$ cat src/rtl/uart_pkg.sv
// ---------------------------------------------------------------------------
// uart_pkg
// Shared definitions for the parametrised UART receive path:
//   - rx_state_t : receiver FSM state encoding
//   - PAR_*      : parity mode constants for the PARITY_MODE parameter
//   - majority3  : 2-of-3 vote used when UART_RX_MAJORITY_EN is defined
// ---------------------------------------------------------------------------
package uart_pkg;

  typedef enum logic [2:0] {
    IDLE,
    START,
    DATA,
    PARITY,
    STOP
  } rx_state_t;

  localparam int PAR_NONE = 0;
  localparam int PAR_EVEN = 1;
  localparam int PAR_ODD  = 2;

  function automatic logic majority3(input logic a, input logic b, input logic c);
    return (a & b) | (a & c) | (b & c);
  endfunction

endpackage

$ cat src/rtl/uart_rx_sampler.sv
// ---------------------------------------------------------------------------
// uart_rx_sampler
// Line synchroniser, bit-period counter and sample-point generator for the
// UART receiver. The counter is held clear while cnt_clr is high; the first
// period after release is half a bit (lands mid start bit), every later one
// is a full bit, so the FSM only needs to react to sample_stb.
//
// Optional feature, macro UART_RX_MAJORITY_EN:
//   defined   - each sample is the 2-of-3 majority of rx_s at the nominal
//               point and one clock either side; the strobe is one clock late
//   undefined - single sample of rx_s at the nominal point
//
// Ports:
//   clk        in   system clock, rising edge
//   reset      in   synchronous active-high reset
//   rx         in   raw asynchronous serial line (idle high)
//   cnt_clr    in   hold counter at start of a half-bit period
//   rx_s       out  synchronised line
//   sample_stb out  one-cycle strobe, sample_bit valid with it
//   sample_bit out  sampled line value
// ---------------------------------------------------------------------------
module uart_rx_sampler
  import uart_pkg::*;
#(
  parameter int CLKS_PER_BIT = 10
) (
  input  logic clk,
  input  logic reset,
  input  logic rx,
  input  logic cnt_clr,
  output logic rx_s,
  output logic sample_stb,
  output logic sample_bit
);

  localparam int CW = $clog2(CLKS_PER_BIT);
  localparam logic [CW-1:0] HALF_T = CW'(CLKS_PER_BIT / 2 - 1);
  localparam logic [CW-1:0] FULL_T = CW'(CLKS_PER_BIT - 1);

  logic          sync1;
  logic          rx_q;
  logic [CW-1:0] cnt;
  logic          first;
  logic          hit;

  assign rx_s = rx_q;
  assign hit  = (cnt == (first ? HALF_T : FULL_T));

  // Two-flop synchroniser, reset to the idle (high) line level
  always_ff @(posedge clk) begin
    if (reset) begin
      sync1 <= 1'b1;
      rx_q  <= 1'b1;
    end else begin
      sync1 <= rx;
      rx_q  <= sync1;
    end
  end

  // Bit-period counter: wraps on every sample point, half period first
  always_ff @(posedge clk) begin
    if (reset || cnt_clr) begin
      cnt   <= '0;
      first <= 1'b1;
    end else if (hit) begin
      cnt   <= '0;
      first <= 1'b0;
    end else begin
      cnt <= cnt + CW'(1);
    end
  end

`ifdef UART_RX_MAJORITY_EN
  logic rx_d1;
  logic rx_d2;
  logic pend;

  // Vote is taken one clock after the nominal point so the +1 sample exists
  always_ff @(posedge clk) begin
    if (reset) begin
      rx_d1      <= 1'b1;
      rx_d2      <= 1'b1;
      pend       <= 1'b0;
      sample_stb <= 1'b0;
      sample_bit <= 1'b1;
    end else begin
      rx_d1      <= rx_q;
      rx_d2      <= rx_d1;
      pend       <= hit && !cnt_clr;
      sample_stb <= pend && !cnt_clr;
      if (pend) begin
        sample_bit <= majority3(rx_d2, rx_d1, rx_q);
      end
    end
  end
`else
  always_ff @(posedge clk) begin
    if (reset) begin
      sample_stb <= 1'b0;
      sample_bit <= 1'b1;
    end else begin
      sample_stb <= hit && !cnt_clr;
      if (hit) begin
        sample_bit <= rx_q;
      end
    end
  end
`endif

endmodule

$ cat src/rtl/uart_rx_param.sv
// ---------------------------------------------------------------------------
// uart_rx_param
// Parametrised UART receiver with valid/ready output, parity/framing/overrun
// flags, false-start rejection and break handling. Sampling timing lives in
// uart_rx_sampler; this file holds the frame FSM and the output register.
// Optional majority sampling is selected by macro UART_RX_MAJORITY_EN.
//
// Ports:
//   i_clk        in   system clock, rising edge
//   i_reset      in   synchronous active-high reset
//   i_rx         in   asynchronous serial line, idle high
//   i_rxready    in   consumer accepts the presented word
//   o_rxdata     out  received word, first serial bit in bit 0
//   o_rxvalid    out  word available, held until accepted
//   o_parity_err out  parity mismatch for presented word
//   o_frame_err  out  a stop-bit sample was 0 for presented word
//   o_overrun    out  presented word overwrote an unaccepted one
//   o_busy       out  receiver not idle
// ---------------------------------------------------------------------------
module uart_rx_param
  import uart_pkg::*;
#(
  parameter int CLKS_PER_BIT = 10,
  parameter int DATA_BITS    = 8,
  parameter int PARITY_MODE  = 0,
  parameter int STOP_BITS    = 1
) (
  input  logic                 i_clk,
  input  logic                 i_reset,
  input  logic                 i_rx,
  input  logic                 i_rxready,
  output logic [DATA_BITS-1:0] o_rxdata,
  output logic                 o_rxvalid,
  output logic                 o_parity_err,
  output logic                 o_frame_err,
  output logic                 o_overrun,
  output logic                 o_busy
);

  rx_state_t            state;
  logic                 rx_s;
  logic                 sample_stb;
  logic                 sample_bit;
  logic                 cnt_clr;
  logic                 armed;
  logic                 par_acc;
  logic                 perr;
  logic                 ferr;
  logic                 stop_cnt;
  logic                 frame_bad;
  logic [3:0]           bit_idx;
  logic [DATA_BITS-1:0] shreg;

  // Counter sits at the start of a half-bit period until a start edge
  assign cnt_clr   = (state == IDLE);
  assign frame_bad = ferr | ~sample_bit;

  uart_rx_sampler #(
    .CLKS_PER_BIT(CLKS_PER_BIT)
  ) u_sampler (
    .clk       (i_clk),
    .reset     (i_reset),
    .rx        (i_rx),
    .cnt_clr   (cnt_clr),
    .rx_s      (rx_s),
    .sample_stb(sample_stb),
    .sample_bit(sample_bit)
  );

  // armed blocks a new start until the line has been seen high, so a held
  // low line (break, or reset released mid-low) cannot retrigger frames.
  // The acceptance clear is placed before the FSM so a completion in the
  // same cycle overrides it and keeps o_rxvalid high.
  always_ff @(posedge i_clk) begin
    if (i_reset) begin
      state        <= IDLE;
      armed        <= 1'b0;
      par_acc      <= 1'b0;
      perr         <= 1'b0;
      ferr         <= 1'b0;
      stop_cnt     <= 1'b0;
      bit_idx      <= '0;
      shreg        <= '0;
      o_rxdata     <= '0;
      o_rxvalid    <= 1'b0;
      o_parity_err <= 1'b0;
      o_frame_err  <= 1'b0;
      o_overrun    <= 1'b0;
      o_busy       <= 1'b0;
    end else begin
      if (o_rxvalid && i_rxready) begin
        o_rxvalid <= 1'b0;
        o_overrun <= 1'b0;
      end

      case (state)
        IDLE: begin
          if (rx_s) begin
            armed <= 1'b1;
          end
          if (armed && !rx_s) begin
            state  <= START;
            o_busy <= 1'b1;
          end
        end

        START: begin
          if (sample_stb) begin
            if (sample_bit) begin
              state  <= IDLE;
              o_busy <= 1'b0;
            end else begin
              state   <= DATA;
              bit_idx <= '0;
              par_acc <= 1'b0;
              perr    <= 1'b0;
            end
          end
        end

        DATA: begin
          if (sample_stb) begin
            shreg   <= {sample_bit, shreg[DATA_BITS-1:1]};
            par_acc <= par_acc ^ sample_bit;
            bit_idx <= bit_idx + 4'd1;
            if (bit_idx == 4'(DATA_BITS - 1)) begin
              stop_cnt <= 1'b0;
              ferr     <= 1'b0;
              state    <= (PARITY_MODE != PAR_NONE) ? PARITY : STOP;
            end
          end
        end

        PARITY: begin
          // Even: total XOR must be 0; odd: total XOR must be 1
          if (sample_stb) begin
            perr  <= par_acc ^ sample_bit ^ (PARITY_MODE == PAR_ODD);
            state <= STOP;
          end
        end

        STOP: begin
          if (sample_stb) begin
            if (stop_cnt == 1'(STOP_BITS - 1)) begin
              o_rxdata     <= shreg;
              o_rxvalid    <= 1'b1;
              o_parity_err <= perr;
              o_frame_err  <= frame_bad;
              o_overrun    <= o_rxvalid & ~i_rxready;
              if (frame_bad) begin
                armed <= 1'b0;
              end
              state  <= IDLE;
              o_busy <= 1'b0;
            end else begin
              stop_cnt <= 1'b1;
              ferr     <= frame_bad;
            end
          end
        end

        default: begin
          state  <= IDLE;
          o_busy <= 1'b0;
        end
      endcase
    end
  end

endmodule

$ cat config.mk
export PLATFORM = sky130hd
export DESIGN_NAME = uart_rx_param
export DESIGN_NICKNAME = d
export VERILOG_FILES = /design/src/rtl/uart_pkg.sv /design/src/rtl/uart_rx_sampler.sv /design/src/rtl/uart_rx_param.sv
export SDC_FILE = /design/constraint.sdc
export NUM_CORES = 1
export LEC_CHECK = 0
export CORE_MARGIN = 10
export CORE_UTILIZATION = 35
export DETAILED_ROUTE_END_ITERATION = 12
export GPL_ROUTABILITY_DRIVEN = 1
export RECOVER_POWER = 25
export SLEW_MARGIN = 20
export SYNTH_ARGS = -nofsm -noshare
export SYNTH_HDL_FRONTEND = slang
export SYNTH_SLANG_ARGS = --single-unit
$ cat constraint.sdc
create_clock -name i_clk -period 2.24 [get_ports i_clk]
set_clock_uncertainty 0.05 [all_clocks]
set_input_delay 0.224 -clock i_clk [delete_from_list [all_inputs] [get_ports i_clk]]
set_output_delay 0.224 -clock i_clk [all_outputs]
set_load 0.03 [all_outputs]
==> results of run 1 <==
## cell type report
class                      count  area, µm²  share of cell area (%)
sequential                    41      820.8                   40.42
multi-input combinational    132      803.3                   39.56
timing repair buffer          19      191.4                   9.427
clock buffer                   7      86.33                   4.251
tap                           67      83.83                   4.128
clock inverter                 1      30.03                   1.479
inverter                       4      15.01                  0.7394
## stage by stage
| step | utilization (%) | instance area [µm²] | hold slack (ps) | power (mW) |
|---|---|---|---|---|
| 6_report | 42.99 | 2031 | 363.2 | 1.419 |
| 5_1_grt | 42.99 | 2031 | 392.8 | 1.479 |
| 4_1_cts | 43.07 | 2034 | 366.9 | 1.436 |
| 3_5_place_dp | 40.61 | 1918 | 348.5 | 0.8237 |
| 3_3_place_gp | 40.61 | 1918 | 342.9 | 0.8229 |
| 2_1_floorplan | - | 1712 | 273.7 | 0.8079 |
## worst max-delay path by stage
| stage | from | to | slack, ps | cells past startpoint |
|---|---|---|---|---|
| global route | state[0] | o_overrun | 210 | 4 |
| CTS | o_rxvalid | o_rxvalid | 590 | 1 |
| global placement | i_reset | u_sampler.first | 610 | 3 |
| floorplan | state[0] | bit_idx[1] | 940 | 4 |
| detailed placement | i_reset | u_sampler.first | 550 | 3 |
| finish | state[1] | o_overrun | 490 | 4 |
## kinds of logic (layout without fill, tap and decap cells)
kind of cell | count (synthesis) | count (layout) | synth area share, %
AO/OA/AOI/OAI | 45 | 45 | 17.40
XOR/XNOR | 3 | 3 | 1.535
multiplexers | 2 | 2 | 1.170
adder cells (fa/ha/maj) | 2 | 2 | 1.462
AND/OR/NAND/NOR | 80 | 80 | 25.37
flip-flops | 41 | 41 | 47.95
buffers and inverters | 17 | 31 | 5.117
## power groups by stage
stage               Sequential [mW]  Combinational [mW]  Clock, mW
detailed placement            0.769              0.0550          0
global route                  0.754              0.0615      0.664
CTS                           0.752              0.0556      0.628
global placement              0.769              0.0544          0
floorplan                     0.763              0.0451          0
finish                        0.752              0.0546      0.613
## cells in the final DEF (no fill, tap or decap), drive strengths merged, types with 3 or more instances in the layout
cell type	count
or2	3
inv	4
nand4bb	5
nand2b	8
dfxtp	41
nor2b	3
nor2	6
nand2	36
nor3	7
nand3	3
clkdlybuf4s50	15
o211ai	3
o21ai	3
clkbuf	8
a21oi	28
## routing by layer
layer,GRT usage (%),up-vias,part of all wire (%)
li1,-,695,-
met2,14.65,20,46
met1,9.884,607,47
met4,4.377,0,2.2
met3,3.242,6,4.3
met5,0,-,0
## cell usage after synthesis (all sizes together)
cell / n
buf: 7
a211oi: 2
o221ai: 1
a21oi: 28
ha: 2
a2111oi: 2
o22ai: 1
or3b: 1
nor3: 7
nand3: 3
o31a: 1
o221a: 1
nand2b: 8
a31o: 1
o2111ai: 1
a22oi: 1
nor2: 6
o21ai: 3
o211ai: 3
mux2i: 2
nor3b: 1
xnor2: 2
nor2b: 3
nand4bb: 5
dfxtp: 41
or2: 3
or3: 1
inv: 4
xor2: 1
clkbuf: 6
and3b: 2
and4bb: 2
nand2: 36
nand3b: 2
## sequential cells by signal (all words and copies together), names as in the netlist, 3 cells and up
| name | flops |
|---|---|
| shreg | 8 |
| bit_idx | 4 |
| state | 3 |
| u_sampler.cnt | 4 |
| o_rxdata | 8 |
==> results.sh, run 1 <==
export IMPL_run_status="completed"
export IMPL_wl_per_cell_um=12.35
export IMPL_ys_warn_count=0
export IMPL_r2r_end="o_overrun"
export IMPL_p_sw_uw=290.5
export IMPL_cts_hold_buffers_added=0
export IMPL_drt_iter0_drc=69
export IMPL_power_frac_seq_pct=53.0
export IMPL_syn_inst=190
export IMPL_h_tree_depth=2
export IMPL_synth_area_top_cells="dfxtp_1, a21oi_1, nand2_1"
export IMPL_cp_data_required_time_ps=2390
export IMPL_cellPowerDensity_nw_per_um2=698.9
export IMPL_die_area_um2=8087
export IMPL_post_place_ws_ps=550.4
export IMPL_timing_rr_start="state[1]"
export IMPL_clockBufferDepth=2
export IMPL_ir_drop_mv=0.2632
export IMPL_hold_path_class="reg -> reg"
export IMPL_synth_top_area_share_pct=47.95
export IMPL_critPathKind="reg -> reg"
export IMPL_rows=25
export IMPL_totalWireLength_um=3347
export IMPL_antenna_found_initial=0
export IMPL_die_height_um=89.93
export IMPL_worst_path_max_delay_cell="dfxtp_1"
export IMPL_ant_nets=0
export IMPL_yosysUniqueCellTypes=41
export IMPL_initial_utilization_pct=36.24
export IMPL_arrival_ps=1900
export IMPL_critPathBufInv=1
export IMPL_globalRouteOverflowTotal=0
export IMPL_p_sw_share_pct=20.46
export IMPL_io_pins=17
export IMPL_grt_pass1_vias=1328
export IMPL_synth_top_area_cell="dfxtp_1"
export IMPL_drc=0
export IMPL_crit_path_max_fanout=15
export IMPL_p_leak_nw=0.6466
export IMPL_grtUsageTotal_pct=8.887
export IMPL_end_kind="flip-flop"
export IMPL_numCtsBuffers=5
export IMPL_worst_hold_path_num_cells=1
export IMPL_io_buffers=16
export IMPL_drive_gt1_share_pct=8.333
export IMPL_place_gp_congestion=0.7675
export IMPL_vias=1328
export IMPL_insertedDiodeCount=0
export IMPL_post_cts_resized=0
export IMPL_p_int_mw=1.129
export IMPL_clockPowerShare_pct=43.2
export IMPL_tightest_slew_ps=544.8
export IMPL_syn_cell_area_um2=1712
export IMPL_final_cells=271
export IMPL_setup_ws_ps=491.3
export IMPL_nets=209
export IMPL_ys_seq_area_share_pct=47.95
export IMPL_root_buffer="clkbuf_8"
export IMPL_relSlewSlack_pct=63.56
export IMPL_syn_num_nets=196
export IMPL_postSynthAreaPerCell_um2=9.009
export IMPL_dpl_hpwl_um=2239
export IMPL_min_from="u_sampler.sync1"
export IMPL_max_stage_delay_ps=590
export IMPL_chipWidth_um=89.93
export IMPL_r2r_cells=4
export IMPL_setup_viol=0
export IMPL_clk_latency_ps=290
export IMPL_drv_slew=0
export IMPL_synthToLayoutAreaGrowth_pct=18.64
export IMPL_drv_cap=0
export IMPL_rsz0062_at_grt="false"
export IMPL_clk_pin_slew_ps=80
export IMPL_hold_viol=0
export IMPL_synth_seq_cells=41
export IMPL_r2r_slack_ps=490
export IMPL_p_comb_share_pct=3.8
export IMPL_worstSetupStartpointType="flip-flop"
export IMPL_min_period_ps=1749
export IMPL_hold_end="u_sampler.rx_s"
export IMPL_grt_max_degree=26
export IMPL_timing_final_crit_share_pct=78.07
export IMPL_critPathTopFamily="flip-flops"
export IMPL_max_freq_mhz=571.8
export IMPL_finalSetupTns_ps=0
export IMPL_fillCellCount=471
export IMPL_first_pass_iters=5
export IMPL_dp_cells=263
export IMPL_cts_tree="done"
export IMPL_path_cells="nand4bb_1 -> clkbuf_1 -> nor2_1 -> a2111oi_2"
export IMPL_design_core_area_um2=4723
export IMPL_clkSinkCount=41
export IMPL_grt_pass1_wl_um=6065
export IMPL_avgViaCountPerCell=4.900
export IMPL_cts_setup_buffers=0
Note: power is estimated with default switching activity, not from simulation.
==> run 2: changes to the inputs <==
- clock period: 2.24 -> 1.5 ns (I/O delays scaled with it)
==> results.sh, run 2 (same netlist as run 1, synthesis figures left out) <==
export IMPL_run_status="completed"
export IMPL_worstSetupStartpointType="flip-flop"
export IMPL_cts_hold_buffers_added=0
export IMPL_drv_slew=0
export IMPL_reg_top3="o_rxdata (8), shreg (8)"
export IMPL_clk_pin_slew_ps=80
export IMPL_insertedDiodeCount=0
export IMPL_totalWireLength_um=3324
export IMPL_drt_iter0_drc=44
export IMPL_drv_cap=0
export IMPL_hold_path_class="reg -> reg"
export IMPL_clkSinkCount=41
export IMPL_cellPowerDensity_nw_per_um2=1033
export IMPL_io_pins=17
export IMPL_end_kind="flip-flop"
export IMPL_vias=1334
export IMPL_fillCellCount=478
export IMPL_critPathBufInv=2
export IMPL_final_cells=277
export IMPL_place_gp_congestion=0.7947
export IMPL_ir_drop_mv=0.3751
export IMPL_p_comb_share_pct=4.2
export IMPL_antenna_found_initial=0
export IMPL_mostFrequentLayoutCells="dfxtp_1, nand2_1, a21oi_1, dlygate4sd2_1, nand2b_1"
export IMPL_post_place_ws_ps=-0.3304
export IMPL_die_area_um2=8087
export IMPL_critPathTopFamily="compound AO/OA/AOI/OAI gates"
export IMPL_crit_path_max_fanout=10
export IMPL_cts_setup_buffers=0
export IMPL_chipWidth_um=89.93
export IMPL_timing_final_crit_share_pct=91.98
export IMPL_p_int_mw=1.688
export IMPL_worst_path_max_delay_cell="dfxtp_1"
export IMPL_max_stage_delay_ps=410
export IMPL_relSlewSlack_pct=62.88
export IMPL_hold_viol=0
export IMPL_avgViaCountPerCell=4.816
export IMPL_wl_per_cell_um=12.00
export IMPL_cp_data_required_time_ps=1640
export IMPL_post_route_util_pct=43.71
export IMPL_clockBufferDepth=2
export IMPL_grtUsageTotal_pct=7.943
export IMPL_arrival_ps=1520
export IMPL_initial_utilization_pct=36.24
export IMPL_rows=25
export IMPL_root_buffer="clkbuf_8"
export IMPL_p_leak_nw=0.7306
export IMPL_dpl_hpwl_um=2285
export IMPL_min_period_ps=1380
export IMPL_clk_latency_ps=290
export IMPL_design_core_area_um2=4723
export IMPL_path_cells="buf_4 -> inv_2 -> a31o_1 -> a2111oi_2"
export IMPL_cts_tree="done"
export IMPL_nets=215
export IMPL_clockPowerShare_pct=43.4
export IMPL_max_freq_mhz=724.8
export IMPL_grt_max_degree=25
export IMPL_numCtsBuffers=5
export IMPL_dp_cells=269
export IMPL_die_height_um=89.93
export IMPL_globalRouteOverflowTotal=0
export IMPL_tightest_slew_ps=556.8
export IMPL_p_sw_share_pct=20.84
export IMPL_power_frac_seq_pct=52.4
export IMPL_drc=0
export IMPL_p_sw_uw=444.4
export IMPL_final_common_cell="dfxtp_1"
export IMPL_h_tree_depth=2
export IMPL_io_buffers=16
export IMPL_grt_pass1_vias=1229
export IMPL_holdWs_ps=360.1
export IMPL_first_pass_iters=4
export IMPL_critPathKind="reg -> reg"
export IMPL_synthToLayoutAreaGrowth_pct=20.61
export IMPL_ant_nets=0
export IMPL_drive_gt1_share_pct=13.33
export IMPL_setup_ws_ps=120.2
export IMPL_finalSetupTns_ps=0
export IMPL_setup_viol=0
export IMPL_grt_pass1_wl_um=5457
export IMPL_rsz0062_at_grt="false"
==> run 2: cell types whose count changed in the layout (fill, tap and decap cells not counted), sizes merged <==
cell           before  now
dlygate4sd2         0   12
clkinvlp            0    1
clkdlybuf4s50      15    2
buf                 2    8
==> run 2: power groups by stage <==
| stage | clock, mW | combinational (mW) | sequential (mW) |
|---|---|---|---|
| after floorplan | 0 | 0.0673 | 1.14 |
| after global placement | 0 | 0.0925 | 1.14 |
| after detailed placement | 0 | 0.0916 | 1.14 |
| after CTS | 0.946 | 0.0916 | 1.12 |
| after global routing | 0.998 | 0.0999 | 1.12 |
| final | 0.925 | 0.0904 | 1.12 |
==> run 2: area by class of cell <==
cell class / instances / area [µm²] / area share [%]
Clock buffer: 6 / 82.58 / 4.000
Clock inverter: 2 / 37.54 / 1.818
Inverter: 4 / 15.01 / 0.7273
Multi-Input combinational cell: 132 / 808.3 / 39.15
Sequential cell: 41 / 822.0 / 39.82
Tap cell: 67 / 83.83 / 4.061
Timing Repair Buffer: 25 / 215.2 / 10.42
==> run 2: stage by stage <==
step | total power [mW] | area (µm²)
CTS | 2.154 | 2068
finish | 2.132 | 2064
detailed placement | 1.233 | 1963
global placement | 1.234 | 1963
floorplan | 1.206 | 1712
global route | 2.218 | 2064
==> run 2: timing repair <==
item | in CTS | in global routing
resized for setup | 12 | 4
endpoints found under the setup margin | 12 | 15
pin swaps | 0 | 0
==> run 2: final timing paths <==
check / startpoint / endpoint / slack [ps] / depth (start not counted)
max: state[1] / o_busy / 120 / 4
min: u_sampler.sync1 / u_sampler.rx_s / 360 / 1
max reg2reg: state[1] / o_busy / 120 / 4
min reg2reg: u_sampler.sync1 / u_sampler.rx_s / 360 / 1
==> run 2: layer usage <==
layer  global-route usage [%]  up-vias  part of all wire [%]
met3                    3.076        4                   3.5
li1                         -      695                     -
met4                    3.979        0                   1.5
met5                        0        -                     0
met1                    9.302      618                    49
met2                    12.35       17                    45
